==> src/rtl/barcode_tx_if.sv <==
// Handshake and serial-line bundle between a barcode_tx and whatever drives it.
// The master modport is the requester side; slave is the transmitter.
interface barcode_tx_if #(
  parameter int PERIOD_W = 22
);
  logic                send;
  logic [7:0]          ID;
  logic [PERIOD_W-1:0] period;
  logic                BC;
  logic                busy;
  logic                done;

  modport master (output send, ID, period, input BC, busy, done);
  modport slave  (input send, ID, period, output BC, busy, done);
endinterface

==> src/rtl/barcode_tx.sv <==
// Barcode line emitter: sync cell, 8 data cells MSB first (plus parity with BC_PARITY_EN), guard cell.
// BC falls 1 clock after an accepted send; send is ignored while busy (no queueing).
module barcode_tx #(
  parameter int PERIOD_W   = 22,
  parameter int MIN_PERIOD = 16
) (
  input  logic         clk,
  input  logic         rst_n,
  barcode_tx_if.slave  bus
);

  typedef enum logic [1:0] {IDLE, SYNC, DATA, GUARD} state_t;

  localparam logic [PERIOD_W-1:0] MIN_P = PERIOD_W'(MIN_PERIOD);
  localparam logic [PERIOD_W-1:0] ONE   = PERIOD_W'(1);
`ifdef BC_PARITY_EN
  localparam logic [3:0] LAST_BIT = 4'd8;
`else
  localparam logic [3:0] LAST_BIT = 4'd7;
`endif

  state_t              state, state_nxt;
  logic [PERIOD_W-1:0] per, per_nxt;
  logic [PERIOD_W-1:0] cell_cnt, cnt_nxt;
  logic [PERIOD_W-1:0] low_len;
  logic [PERIOD_W-1:0] cnt_inc;
  logic [7:0]          id_sh, id_nxt;
  logic [3:0]          bit_cnt, bit_nxt;
  logic                bc_q, bc_nxt;
  logic                busy_q, busy_nxt;
  logic                done_q, done_nxt;
  logic                fill_bit;
  logic                cell_end;

`ifdef BC_PARITY_EN
  logic par_bit, par_nxt;
  // Parity enters the shifter from the LSB so it surfaces as the ninth shown bit.
  assign fill_bit = par_bit;
`else
  assign fill_bit = 1'b0;
`endif

  assign cnt_inc  = cell_cnt + ONE;
  assign cell_end = (cell_cnt == per - ONE);

  always_comb begin
    low_len = '0;
    case (state)
      SYNC:    low_len = per >> 1;
      DATA:    low_len = id_sh[7] ? (per >> 2) : (per - (per >> 2));
      default: low_len = '0;
    endcase
  end

  always_comb begin
    state_nxt = state;
    per_nxt   = per;
    cnt_nxt   = cell_cnt;
    id_nxt    = id_sh;
    bit_nxt   = bit_cnt;
    bc_nxt    = bc_q;
    busy_nxt  = busy_q;
    done_nxt  = 1'b0;
`ifdef BC_PARITY_EN
    par_nxt   = par_bit;
`endif
    case (state)
      IDLE: begin
        bc_nxt = 1'b1;
        if (bus.send) begin
          state_nxt = SYNC;
          per_nxt   = (bus.period < MIN_P) ? MIN_P : bus.period;
          id_nxt    = bus.ID;
          cnt_nxt   = '0;
          bit_nxt   = '0;
          bc_nxt    = 1'b0;
          busy_nxt  = 1'b1;
`ifdef BC_PARITY_EN
          par_nxt   = ^bus.ID;
`endif
        end
      end
      default: begin
        if (!cell_end) begin
          cnt_nxt = cnt_inc;
          bc_nxt  = (cnt_inc >= low_len);
        end else begin
          // Every non-guard cell has a nonzero low phase, so a new cell always starts low.
          cnt_nxt = '0;
          bc_nxt  = 1'b0;
          case (state)
            SYNC: state_nxt = DATA;
            DATA: begin
              id_nxt = {id_sh[6:0], fill_bit};
              if (bit_cnt == LAST_BIT) begin
                state_nxt = GUARD;
                bc_nxt    = 1'b1;
              end else begin
                bit_nxt = bit_cnt + 4'd1;
              end
            end
            default: begin
              state_nxt = IDLE;
              bc_nxt    = 1'b1;
              busy_nxt  = 1'b0;
              done_nxt  = 1'b1;
            end
          endcase
        end
      end
    endcase
  end

  always_ff @(posedge clk or negedge rst_n) begin
    if (!rst_n) begin
      state    <= IDLE;
      per      <= '0;
      cell_cnt <= '0;
      id_sh    <= '0;
      bit_cnt  <= '0;
      bc_q     <= 1'b1;
      busy_q   <= 1'b0;
      done_q   <= 1'b0;
`ifdef BC_PARITY_EN
      par_bit  <= 1'b0;
`endif
    end else begin
      state    <= state_nxt;
      per      <= per_nxt;
      cell_cnt <= cnt_nxt;
      id_sh    <= id_nxt;
      bit_cnt  <= bit_nxt;
      bc_q     <= bc_nxt;
      busy_q   <= busy_nxt;
      done_q   <= done_nxt;
`ifdef BC_PARITY_EN
      par_bit  <= par_nxt;
`endif
    end
  end

  assign bus.BC   = bc_q;
  assign bus.busy = busy_q;
  assign bus.done = done_q;

endmodule
==> src/flat_wrapper.sv <==
// flat-port wrapper written by rule: the top's interface ports become plain ports
module barcode_tx_flat 
#(
  parameter int PERIOD_W   = 22,
  parameter int MIN_PERIOD = 16
)
  (clk, rst_n, bus_send, bus_ID, bus_period, bus_BC, bus_busy, bus_done);
  barcode_tx_if #(.PERIOD_W(PERIOD_W)) bus_i ();
  input  logic clk;
  input  logic rst_n;
  input wire logic [$bits(bus_i.send)-1:0] bus_send;
  input wire logic [$bits(bus_i.ID)-1:0] bus_ID;
  input wire logic [$bits(bus_i.period)-1:0] bus_period;
  output wire logic [$bits(bus_i.BC)-1:0] bus_BC;
  output wire logic [$bits(bus_i.busy)-1:0] bus_busy;
  output wire logic [$bits(bus_i.done)-1:0] bus_done;
  assign bus_i.send = bus_send;
  assign bus_i.ID = bus_ID;
  assign bus_i.period = bus_period;
  assign bus_BC = bus_i.BC;
  assign bus_busy = bus_i.busy;
  assign bus_done = bus_i.done;
  barcode_tx #(.PERIOD_W(PERIOD_W), .MIN_PERIOD(MIN_PERIOD)) u_core (.clk(clk), .rst_n(rst_n), .bus(bus_i));
endmodule
==> config.mk <==
export PLATFORM = sky130hd
export DESIGN_NAME = barcode_tx_flat
export DESIGN_NICKNAME = d
export VERILOG_FILES = /design/src/rtl/barcode_tx_if.sv /design/src/rtl/barcode_tx.sv /design/src/flat_wrapper.sv
export SDC_FILE = /design/constraint.sdc
export NUM_CORES = 1
export LEC_CHECK = 0
export ABC_AREA = 1
export BUFFER_PORTS_ARGS = -buffer_cell sky130_fd_sc_hd__buf_2
export CORE_ASPECT_RATIO = 1.4
export CORE_UTILIZATION = 45
export DETAILED_ROUTE_END_ITERATION = 8
export PLACE_DENSITY = 0.62
export SYNTH_ARGS = -nofsm -noshare
export SYNTH_HDL_FRONTEND = slang
export SYNTH_SLANG_ARGS = --single-unit
==> constraint.sdc <==
create_clock -name clk -period 5 [get_ports clk]
set_input_delay 1.5 -clock clk [delete_from_list [all_inputs] [get_ports clk]]
set_output_delay 1.5 -clock clk [all_outputs]
set_load 0.05 [all_outputs]
# == Yosys cells after proc, flatten, opt, wreduce, memory -nomap -nowiden ==
# Index checks and enable logic that the tools add are counted.
# word_totals
ff_bits,61
elab_cells,63
# op_classes
n_mux,32
n_reduce_logical,9
order_cmp,2
addsub,4
eq_ne,8
# op_table
op,count
$mux 22,5
$pmux 22 s2,1
$mux 8,4
$add 22x1->22 const B,1
$eq 22x22->1,1
$ge 22x22->1,1
$lt 22x5->1 const B,1
$sub 22x1->22 const B,1
$sub 22x20->22,1
$mux 4,5
$mux 1,11
$reduce_and 3->1,3
$mux 2,4
$add 4x1->4 const B,1
$eq 4x3->1 const B,1
$ne 2x2->1 const B,2
$pmux 2 s2,1
$reduce_and 4->1,1
$reduce_bool 2->1,2
$ne 3x2->1 const B,1
$eq 2x1->1 const B,1
$eq 2x2->1 const B,1
$logic_not 2->1,1
$ne 2x1->1 const B,1
3 further kinds,3

# == Longest topological paths before layout ==
# depth
word_depth,6
ltp_mapped,25

# == Least setup slack after synthesis ==
# Ideal clock, no wire load.
# synth_timing
path_type,flip-flop to flip-flop
startpoint,register u_core.per[2]
endpoint,register u_core.bc_q (netlist: u_core.bus.BC)
setup_ns,0.065
period_less_slack_ns,3.134
setup_slack_ns,1.866
path_stages_with_launch,20
required_ns,4.935
n_path_buf,0
arrival_time_ns,3.069
path_cell_list,dfrtp_1 ha_1 fa_1 o21ai_0 nand2_1 nand2_1 nand2_1 nand2_1 nand3_1 a21oi_1 o21ai_0 nand2_1 nand2_1 ha_1 nand2_1 nor4_1 o21ai_0 nand4_1 nand2_1 nand3_1
# synth_between
elab_chain_len,6
elab_cells_between_ends,8
cone_classes,2 x add/sub; 1 x order compare; 1 x eq/ne; 4 x mux
# synth_rtl
element,line_no,source
from (decl),barcode_tx.sv:23,"logic [PERIOD_W-1:0] per, per_nxt;"
from (signal assigned),barcode_tx.sv:129,per <= per_nxt;
$sub 22x20->22,barcode_tx.sv:50,DATA: low_len = id_sh[7] ? (per >> 2) : (per - (per >> 2));
$mux 22,barcode_tx.sv:50,
$pmux 22 s2,barcode_tx.sv:48,case (state)
$ge 22x22->1,barcode_tx.sv:86,bc_nxt = (cnt_inc >= low_len);
$mux 1 *,barcode_tx.sv:84,if (!cell_end) begin
$mux 1 *,barcode_tx.sv:67,case (state)
net u_core.bc_nxt,barcode_tx.sv:29,"logic bc_q, bc_nxt;"
to (signal assigned),barcode_tx.sv:133,bc_q <= bc_nxt;
to (decl),barcode_tx.sv:29,
# The timed path passes the listed nets; every way through them passes the cells marked *.
# A chain may end at the register's enable or synchronous reset.

# == Worst setup path after layout ==
# layout_timing
startpoint,register u_core.per[0]
endpoint,register u_core.bc_q (netlist: u_core.bus.BC)
# The elaborated chain is that of the path after synthesis.

==> run_results.csv <==
group,metric,value,unit
sta,rsz0062_at_grt,"no",
setup_path,cp-startpoint,"u_core.per[0]",
route,vias,6743,
setup_path,crit_required,5.28,ns
place,dp_hpwl,16.63,mm
clock_network,clkTransAtPathRegs,0.06,ns
global_routing,grt_use_met3,0.03190,
global_routing,antenna_found_initial,0,
cells_and_area,area_growth,10.16,%
global_routing,grt_pass1_wl,33.04,mm
cells_and_area,nets,1147,
global_routing,use_met1,0.3619,
route,drt-wirelength-per-cell,16.75,um
min_path,hp-class,"register to register",
yosys,syn_area,6490,um2
route,via_per_inst,5.373,
clock_network,cts-buffers-inserted,9,
yosys,syn_nets,1121,
setup_path,path_cells,"inv_2 -> ha_1 -> fa_1 -> o21ai_0 -> nand2_1 -> nand2_1 -> nand2_1 -> nand2_1 -> nand3_1 -> a21oi_1 -> o21ai_0 -> nand2_1 -> nand2_1 -> ha_1 -> nand2_1 -> nor4_1 -> nand3_1 -> nand4_1 -> nand2_1 -> nand3_1",
yosys,yosysUniqueCellTypes,43,
floorplan,die_h,144.1,um
sta,fin_worst_skew,0.009247,ns
cells_and_area,diodes,0,
floorplan,die_area,14910,um2
power_and_ir_drop,power,5.212,mW
route,routed_wl,21.02,mm
cells_and_area,drive_gt1_frac,0.08972,
global_routing,grt_max_degree,36,
setup_path,path_common_cell,"nand2_1",
setup_path,cp-end-kind,"register",
global_routing,busiest_layer,"met2",
global_routing,grt_pass1_vias,6389,
yosys,syn_avg_cell_area,6.246,um2
yosys,ys_seq_area_frac,0.2354,
yosys,synth_warnings,0,
sta,hold_viol_final,0,
route,drt_iter0_drc,415,
sta,max_freq,253.2,MHz
power_and_ir_drop,power_density,729.0,nW/um2
setup_path,regToRegStartpoint,"u_core.per[0]",
yosys,ys_ff_latch,61,
power_and_ir_drop,leakagePower,3.761,nW
sta,period_share,0.7898,
global_routing,gr-total-overflow,0,
sta,timing.final.crit_period,3.949,ns
clock_network,htree_levels,3,
clock_network,cts_tree,"done",
setup_path,max_stage_delay,0.47,ns
floorplan,rows,51,
route,route.detailed.drc,0,
clock_network,cts-root-buf,"clkbuf_16",
floorplan,initial_utilization,0.4644,
setup_path,crit_path_max_fanout,7,
setup_path,cp.arrival,4.23,ns
sta,max_slew_margin,0.3612,
sta,tns,0,ns
clock_network,clk_latency,0.34,ns
floorplan,num_io_pins,36,
floorplan,core_area,13970,um2
floorplan,die_w,103.5,um
place,port_buffers,35,
min_path,hold_start,"u_core.id_sh[6]",
clock_network,cts_setup_buffers,0,
sta,finalMaxSlewViolations,0,
clock_network,cts_resized,0,
place,gp_congestion,0.9031,
power_and_ir_drop,ir_drop,313.1,uV
clock_network,holdBufCountCts,0,
sta,setup-violations-final,0,
yosys,ys_async_sr_fraction,1.000,
yosys,synth-edff-count,0,
setup_path,crit_path_start_kind,"register",
yosys,synth_cells,1039,
global_routing,grt.total_usage,0.2975,
run_status,status,"finished, final reports clean",
flow_run,drv_cap,0,
yosys,synth_ff_type,"dfrtp_1",
setup_path,crit_slowest_cell,"o21ai_0",
route,ant_nets,0,
setup_path,cp_num_buf_inv,1,
setup_path,crit_type,"register to register",
global_routing,grt_util_met2,0.5176,
clock_network,clkSinkCount,61,
clock_network,clk_path_buf_depth,2,
route,drt_pre_antenna_iters,5,
setup_path,crit_family,"simple AND/OR/NAND/NOR gates",
sta,tightest_slew,0.9582,ns
Yosys cell counts (3+ instances only):
library cell  count  area, um2
nor2_1           82      307.8
o211ai_1          3      22.52
ha_1             48      600.6
dfrtp_1          60       1501
nand2_1         304       1141
nor2_2           18      112.6
a21oi_1          54      270.3
clkbuf_1         20      75.07
inv_2             4      15.01
o21ai_0          78      390.4
clkinv_1          3      11.26
nand3_2           4      40.04
nor4_1           12      75.07
o21bai_1          3      22.52
nand4_1          32      200.2
nand3b_1          4      30.03
o22ai_1          18      112.6
a21o_1            3      22.52
inv_1           142      533.0
nand3_1          60      300.3
xor2_1           29      254.0
nand2_2           3      18.77
or2_2             4      25.02
nor3_1           11      55.05
xnor2_1          12      105.1
buf_2             3      15.01
o21ai_1           6      30.03
per-layer routing:
layer / share of wire / wire, um
met2: 0.49 / 10330
met1: 0.42 / 8840
met4: 0.046 / 969
met5: 0 / 0
met3: 0.041 / 872
through the flow:
| stage | instances | instance area (um2) | hold WS [ns] | setup WS, ns | utilization |
|---|---|---|---|---|---|
| floorplan | 1039 | 6490 | 0.4422 | 1.866 | - |
| global placement | 1239 | 6825 | 0.4531 | 1.091 | 0.4884 |
| detailed placement | 1239 | 6825 | 0.4589 | 1.092 | 0.4884 |
| CTS | 1255 | 7149 | 0.4753 | 1.082 | 0.5116 |
| global route | 1255 | 7149 | 0.4909 | 0.7228 | 0.5116 |
| finish | 1255 | 7149 | 0.4736 | 1.051 | 0.5116 |
power by group:
part | internal (mW) | leakage (nW) | switching [mW]
clock network | 0.439 | 0.156 | 0.265
registers | 0.650 | 0.791 | 0.275
logic | 1.17 | 2.81 | 2.41
total | 2.26 | 3.76 | 2.95
worst reg2reg max path: cells and delay by family (launching register included):
family / cells / cell delay (ns)
simple gates: 13 / 1.67
fa+ha+maj: 3 / 0.98
compound gates: 3 / 0.73
flops: 1 / 0.40
buf+inv: 1 / 0.10
state kept, by name, indices dropped and copies added, names as in the netlist:
register / count
u_core.cell_cnt: 22
u_core.bit_cnt: 4
u_core.per: 22
u_core.bus.busy: 1
u_core.id_sh: 8
u_core.state: 2
u_core.bus.BC: 1
u_core.bus.done: 1
cells by family after synthesis:
family | synth area share
buffers and inverters | 0.1053
xor gates and xnor gates | 0.05533
DFF | 0.2354
AOI/OAI and AO/OA | 0.1400
and+or+nand+nor | 0.3669
muxes | 0.001542
adders and majority gates | 0.09562
cell usage in the layout (no fill, tap or decap), types with 4 or more instances in the layout:
| cell type | instances |
|---|---|
| a21oi_1 | 54 |
| buf_2 | 35 |
| buf_4 | 7 |
| clkbuf_16 | 9 |
| dfrtp_1 | 60 |
| ha_1 | 48 |
| inv_1 | 142 |
| inv_2 | 4 |
| nand2_1 | 304 |
| nand3_1 | 60 |
| nand3_2 | 4 |
| nand3b_1 | 4 |
| nand4_1 | 32 |
| nor2_1 | 82 |
| nor2_2 | 18 |
| nor3_1 | 11 |
| nor4_1 | 12 |
| o21ai_0 | 78 |
| o21ai_1 | 6 |
| o22ai_1 | 18 |
| or2_2 | 4 |
| xnor2_1 | 12 |
| xor2_1 | 29 |
final timing paths:
check | end | slack [ns] | cells past startpoint
setup / recovery | u_core.bus.BC | 1.05 | 20
hold / removal | u_core.id_sh[6] | 0.47 | 2
setup reg to reg | u_core.bus.BC | 1.05 | 20
hold reg to reg | u_core.id_sh[6] | 0.47 | 2
max in group asynchronous | u_core.per[7] | 2.86 | 2
min in group asynchronous | u_core.id_sh[4] | 1.21 | 1
cell type report:
type	count	area, um2
clock buffers	9	225.2
inverters	149	559.3
fillers	1507	6825
multi-input cells	802	4279
repair buffers	42	227.7
clock inverters	7	98.84
well taps	185	231.5
flip-flops and latches	61	1528
No activity file was read; power rests on OpenSTA's default activity.
